[config.mk]
export PLATFORM = sky130hd
export DESIGN_NAME = int_vector_ctrl
export DESIGN_NICKNAME = d
export VERILOG_FILES = /design/src/rtl/int_pkg.sv /design/src/rtl/prio_enc16.sv /design/src/rtl/int_vector_ctrl.sv
export SDC_FILE = /design/constraint.sdc
export NUM_CORES = 1
export LEC_CHECK = 0
export ABC_CLOCK_PERIOD_IN_PS = 2000
export BUFFER_PORTS_ARGS = -buffer_cell sky130_fd_sc_hd__buf_2
export CORE_MARGIN = 5
export CORE_UTILIZATION = 49
export DETAILED_ROUTE_END_ITERATION = 10
export PLACE_DENSITY_LB_ADDON = 0.2
export SLEW_MARGIN = 20
export SYNTH_ARGS = -nofsm -noshare
export SYNTH_HDL_FRONTEND = slang
export SYNTH_SLANG_ARGS = --single-unit
export TNS_END_PERCENT = 1
[constraint.sdc]
create_clock -name clk -period 2 [get_ports clk]
set_input_delay 0.1 -clock clk [delete_from_list [all_inputs] [get_ports clk]]
set_output_delay 0.1 -clock clk [all_outputs]
set_load 0.03 [all_outputs]
[src/rtl/int_pkg.sv]
// Shared constants and FSM encoding for the interrupt vector controller.
// The source count is fixed by the width of the vector-select mux.
package int_pkg;

   localparam int NSRC = 16;
   localparam int SELW = 4;

   // 2'd3 is unused; the controller decodes it as IDLE.
   typedef enum logic [1:0] {
      ST_IDLE = 2'd0,
      ST_REQ  = 2'd1,
      ST_SVC  = 2'd2
   } state_t;

endpackage

[src/rtl/prio_enc16.sv]
// 16->4 fixed-priority encoder: lowest set index wins, valid when any bit is set.
module prio_enc16
   import int_pkg::*;
(
   input  logic [NSRC-1:0] req,
   output logic [SELW-1:0] idx,
   output logic            valid
);

   // NOTE: every output of a combinational block gets a default before any
   // conditional assignment so that no path leaves it unassigned (no latch).
   always_comb begin
      idx = '0;
      // Scan downward so the last hit, i.e. the lowest index, is the one kept.
      for (int i = NSRC - 1; i >= 0; i--) begin
         if (req[i]) idx = SELW'(i);
      end
   end

   assign valid = |req;

endmodule

[src/rtl/int_vector_ctrl.sv]
// Interrupt controller: edge-latches 16 lines, masks them, and sequences the
// vector-mux select through a request/acknowledge/end-of-interrupt handshake.
module int_vector_ctrl
   import int_pkg::*;
#(
   parameter int NSRC = int_pkg::NSRC,
   parameter int SELW = int_pkg::SELW
) (
   input  logic            clk,
   input  logic            rst,
   input  logic [NSRC-1:0] irq,
   input  logic            mask_we,
   input  logic [NSRC-1:0] mask_in,
   output logic [NSRC-1:0] mask,
   output logic [NSRC-1:0] pending,
   output logic            int_req,
   input  logic            int_ack,
   input  logic            eoi,
   output logic [SELW-1:0] sel,
   output logic            active
);

   state_t          state;
   state_t          state_nx;
   logic [NSRC-1:0] irq_d;
   logic [NSRC-1:0] rise;
   logic [NSRC-1:0] clr;
   logic [NSRC-1:0] eligible;
   logic [SELW-1:0] win_idx;
   logic            win_vld;

   assign rise     = irq & ~irq_d;
   assign eligible = pending & mask;

   prio_enc16 u_prio (
      .req   (eligible),
      .idx   (win_idx),
      .valid (win_vld)
   );

   always_comb begin
      clr = '0;
      if (state == ST_REQ && int_ack) clr[sel] = 1'b1;
   end

   // NOTE: sequential state uses non-blocking assignments so every register
   // samples pre-edge values regardless of statement order.
   always_ff @(posedge clk or posedge rst) begin
      if (rst) begin
         irq_d   <= '0;
         pending <= '0;
         mask    <= '0;
      end else begin
         irq_d   <= irq;
         // A new rise on the bit being acknowledged survives the clear.
         pending <= (pending & ~clr) | rise;
         if (mask_we) mask <= mask_in;
      end
   end

   always_ff @(posedge clk or posedge rst) begin
      if (rst) state <= ST_IDLE;
      else     state <= state_nx;
   end

   // Select is captured once on grant and held through request and service.
   always_ff @(posedge clk or posedge rst) begin
      if (rst)                              sel <= '0;
      else if (state == ST_IDLE && win_vld) sel <= win_idx;
   end

   always_comb begin
      state_nx = ST_IDLE;
      case (state)
         ST_IDLE: state_nx = win_vld ? ST_REQ  : ST_IDLE;
         ST_REQ:  state_nx = int_ack ? ST_SVC  : ST_REQ;
         ST_SVC:  state_nx = eoi     ? ST_IDLE : ST_SVC;
         default: state_nx = ST_IDLE;
      endcase
   end

   always_comb begin
      int_req = 1'b0;
      active  = 1'b0;
      case (state)
         ST_REQ:  int_req = 1'b1;
         ST_SVC:  active  = 1'b1;
         default: ;
      endcase
   end

endmodule

==> out/summary.json <==
{
  "run_status": {"value": "complete, no violations"},
  "fin_nets": {"value": 321},
  "synth-xor-area-share": {"value": 0, "unit": "%"},
  "synth-seq-cells": {"value": 54},
  "max_cap_violations": {"value": 0},
  "r2r-start": {"value": "pending[1]"},
  "routability_congestion_estimate": {"value": 0.7862},
  "final_cells": {"value": 337},
  "die_h": {"value": 76.70, "unit": "um"},
  "core": {"value": 4324, "unit": "um^2"},
  "grt.busiest_layer": {"value": "met2"},
  "drt_pass1_iterations": {"value": 4},
  "cts_root_buf": {"value": "sky130_fd_sc_hd__clkbuf_8"},
  "antenna_found_initial": {"value": 0},
  "slew_violations": {"value": 0},
  "dominant_combinational_cell_family_by_area_after_synthesis": {"value": "compound AO/OA/AOI/OAI gates"},
  "dp.cells": {"value": 312},
  "hold_removal_path_class": {"value": "in -> reg"},
  "critical_path_launch_point_type": {"value": "register"},
  "die_width": {"value": 76.70, "unit": "um"},
  "yosys_top_cell_area_share": {"value": 62.00, "unit": "%"},
  "mean_syn_cell_area": {"value": 11.72, "unit": "um^2"},
  "worst_ep_required_time": {"value": 2.20, "unit": "ns"},
  "gr-usage-all-layers": {"value": 18.71, "unit": "%"},
  "grt_start_max_net_pins": {"value": 28},
  "hold-path-cell-count": {"value": 2},
  "clk_latency": {"value": 0.30, "unit": "ns"},
  "min_period": {"value": 1.686, "unit": "ns"},
  "cts.repair_timing.setup_buffer_count": {"value": 0},
  "slew_headroom": {"value": 73.67, "unit": "%"},
  "worst_slew_pin_slew": {"value": 0.3949, "unit": "ns"},
  "rr_endpoint": {"value": "sel[1]"},
  "final.fill_count": {"value": 347},
  "netlist-cell-type-count": {"value": 28},
  "power-per-cell-area": {"value": 1070, "unit": "nW/um^2"},
  "htree_levels": {"value": 2},
  "synthesis.instances": {"value": 186},
  "final_antenna_net_count": {"value": 0},
  "totalWireLength": {"value": 5231, "unit": "um"},
  "synthMuxAreaShare": {"value": 9.300, "unit": "%"},
  "ys_seq_area_share": {"value": 62.00, "unit": "%"},
  "use_met1": {"value": 24.40, "unit": "%"},
  "critPathArrivalTime": {"value": 1.89, "unit": "ns"},
  "achievable-frequency": {"value": 0.5931, "unit": "GHz"},
  "dr_total_vias": {"value": 1759},
  "post_synth_main_area_contributors": {"value": "sky130_fd_sc_hd__dfrtp_1 (62%), sky130_fd_sc_hd__mux2_2 (9.3%), sky130_fd_sc_hd__o21ai_0 (8.5%)"},
  "detail_route.wl_per_cell": {"value": 15.52, "unit": "um"},
  "synth_async_sr_flop_share": {"value": 100.0, "unit": "%"},
  "grt_pass1_vias": {"value": 1805},
  "clock_path_buffers": {"value": 2},
  "rsz0062_at_grt": {"value": "no"},
  "synth_adder_area_share": {"value": 0, "unit": "%"},
  "whs_endpoint": {"value": "mask[11]"},
  "totalNegativeSetupSlack": {"value": 0, "unit": "ns"},
  "placement_rows": {"value": 24},
  "grt_overflow_total": {"value": 0},
  "ff2ff_path_depth": {"value": 5},
  "cell_leakage_power": {"value": 0.001353, "unit": "uW"},
  "finalSetupViolCount": {"value": 0},
  "complex_gate_fraction_of_the_synthesized_area": {"value": 16.53, "unit": "%"},
  "fin_worst_skew": {"value": 0.003816, "unit": "ns"},
  "antenna-diode-count": {"value": 0},
  "hold_path_startpoint": {"value": "mask_in[11]"},
  "report.final.hold_viol_count": {"value": 0},
  "groute.layer.met2.usage": {"value": 30.98, "unit": "%"},
  "maximum_fanout_count_along_the_critical_path": {"value": 5},
  "wire_length_of_the_first_global_routing_pass": {"value": 8887, "unit": "um"},
  "route.detailed.drc": {"value": 0},
  "netlist.top_cell.by_area": {"value": "sky130_fd_sc_hd__dfrtp_1"},
  "top_reg_cell_synth": {"value": "sky130_fd_sc_hd__dfrtp_1"},
  "synth.cells.most_frequent": {"value": "sky130_fd_sc_hd__dfrtp_1 (54), sky130_fd_sc_hd__o21ai_0 (37), sky130_fd_sc_hd__inv_1 (21), sky130_fd_sc_hd__mux2_2 (18), sky130_fd_sc_hd__nand2_1 (14)"},
  "tritoncts": {"value": "yes"},
  "die_area": {"value": 5882, "unit": "um^2"},
  "place_hpwl": {"value": 3963, "unit": "um"},
  "port-buffer-count": {"value": 74},
  "ios": {"value": 75},
  "synth.yosys.warnings": {"value": 0},
  "cts_inserted_buffers": {"value": 5},
  "globalRouteMet3Util": {"value": 5.621, "unit": "%"},
  "worst-r2r-setup-slack": {"value": 0.31, "unit": "ns"},
  "timing.setup.critical_path_class": {"value": "reg -> reg"},
  "p_total": {"value": 3089, "unit": "uW"},
  "synth_edf_count": {"value": 0},
  "clock_sinks": {"value": 54},
  "ctsHoldBuffers": {"value": 17},
  "vdd_ir_drop_max": {"value": 508.2, "unit": "uV"},
  "syn_to_final_growth": {"value": 32.43, "unit": "%"},
  "cts.clk_slew.worst_paths": {"value": 0.09, "unit": "ns"},
  "fin_crit_sh": {"value": 84.30, "unit": "%"},
  "drive_above_1_share": {"value": 39.30, "unit": "%"},
  "final_core_utilization": {"value": 66.75, "unit": "%"},
  "initial_core_util": {"value": 50.41, "unit": "%"},
  "synth-simple-area-share": {"value": 8.152, "unit": "%"},
  "syn_nets": {"value": 223},
  "post_drt_via_cell_ratio": {"value": 5.220},
  "yosysMostFrequentCell": {"value": "sky130_fd_sc_hd__dfrtp_1"},
  "mapped_area": {"value": 2180, "unit": "um^2"},
  "post_cts.resized_instances": {"value": 0},
  "element_type_at_the_critical_path_end": {"value": "register"},
  "first_iter_violations": {"value": 53}
}
==> per-layer routing <==
layer / vias to the layer above / part of all wire (%) / wire [um]
li1: 843 / - / -
met1: 850 / 42 / 2217
met2: 56 / 49 / 2579
met3: 10 / 7.2 / 378
met4: 0 / 1.1 / 56
met5: - / 0 / 0
==> kinds of logic (layout without fill, tap and decap cells) <==
kind of cell,after synthesis,after routing
simple gates,35,35
compound gates,56,56
flops,54,54
buf+inv,23,122
mux,18,18
==> report_power, final <==
group	internal [uW]	switching, uW	total, uW
clock network	279	344	623
registers	1260	169	1420
logic	368	674	1040
==> area by class of cell <==
cell class	count	area [um^2]	share of cell area (%)
Clock inverter	2	12.51	0.4335
Sequential cell	54	1351	46.81
Timing Repair Buffer	93	555.5	19.25
Inverter	21	78.83	2.731
Clock buffer	6	82.58	2.861
Tap cell	52	65.06	2.254
Multi-Input combinational cell	109	740.7	25.66
==> flip-flops by register name, indices dropped and copies added (netlist names) <==
| signal | flops |
|---|---|
| irq_d | 16 |
| mask | 16 |
| pending | 16 |
| sel | 4 |
| state | 2 |
==> per-stage QoR <==
stage	cell area [um^2]	hold WS, ns	setup WS (ns)
floorplan	2180	0.1314	0.2843
global placement	2621	0.03169	0.3725
detailed placement	2621	0.03269	0.3288
CTS	2887	0.01358	0.3110
global route	2887	0.007459	0.2279
finish	2887	0.01862	0.3140
==> worst max path at each step <==
| stage | startpoint | to | slack (ns) | cells past startpoint |
|---|---|---|---|---|
| 2_1_floorplan | pending[1] | sel[0] | 0.28 | 5 |
| 3_3_place_gp | pending[1] | sel[0] | 0.37 | 5 |
| 3_5_place_dp | pending[1] | sel[1] | 0.33 | 5 |
| 4_1_cts | pending[1] | sel[1] | 0.31 | 5 |
| 5_1_grt | pending[8] | sel[1] | 0.23 | 5 |
| 6_report | pending[1] | sel[1] | 0.31 | 5 |
==> placed cells by master (no fill, tap or decap), drive strengths merged <==
cell type     n
buf          76
dfrtp        54
o21ai        37
inv          21
mux2         18
dlygate4sd3  17
nand2        16
a22oi         8
nand3         7
clkbuf        6
nand2b        4
a21oi         2
a221oi        2
nor2          2
and3          2
and2          1
a31oi         1
a32o          1
o31a          1
o31ai         1
a22o          1
a21boi        1
a222oi        1
nor2b         1
nand3b        1
or2           1
clkinv        1
clkinvlp      1
==> critical path, stage by stage, from the launching register on <==
cell,delay (ns)
sky130_fd_sc_hd__dfrtp_1,0.43
sky130_fd_sc_hd__a22oi_2,0.25
sky130_fd_sc_hd__and3_4,0.24
sky130_fd_sc_hd__nand2_2,0.06
sky130_fd_sc_hd__o31ai_4,0.23
sky130_fd_sc_hd__mux2_2,0.37
Power figures use the tool's default switching activity.
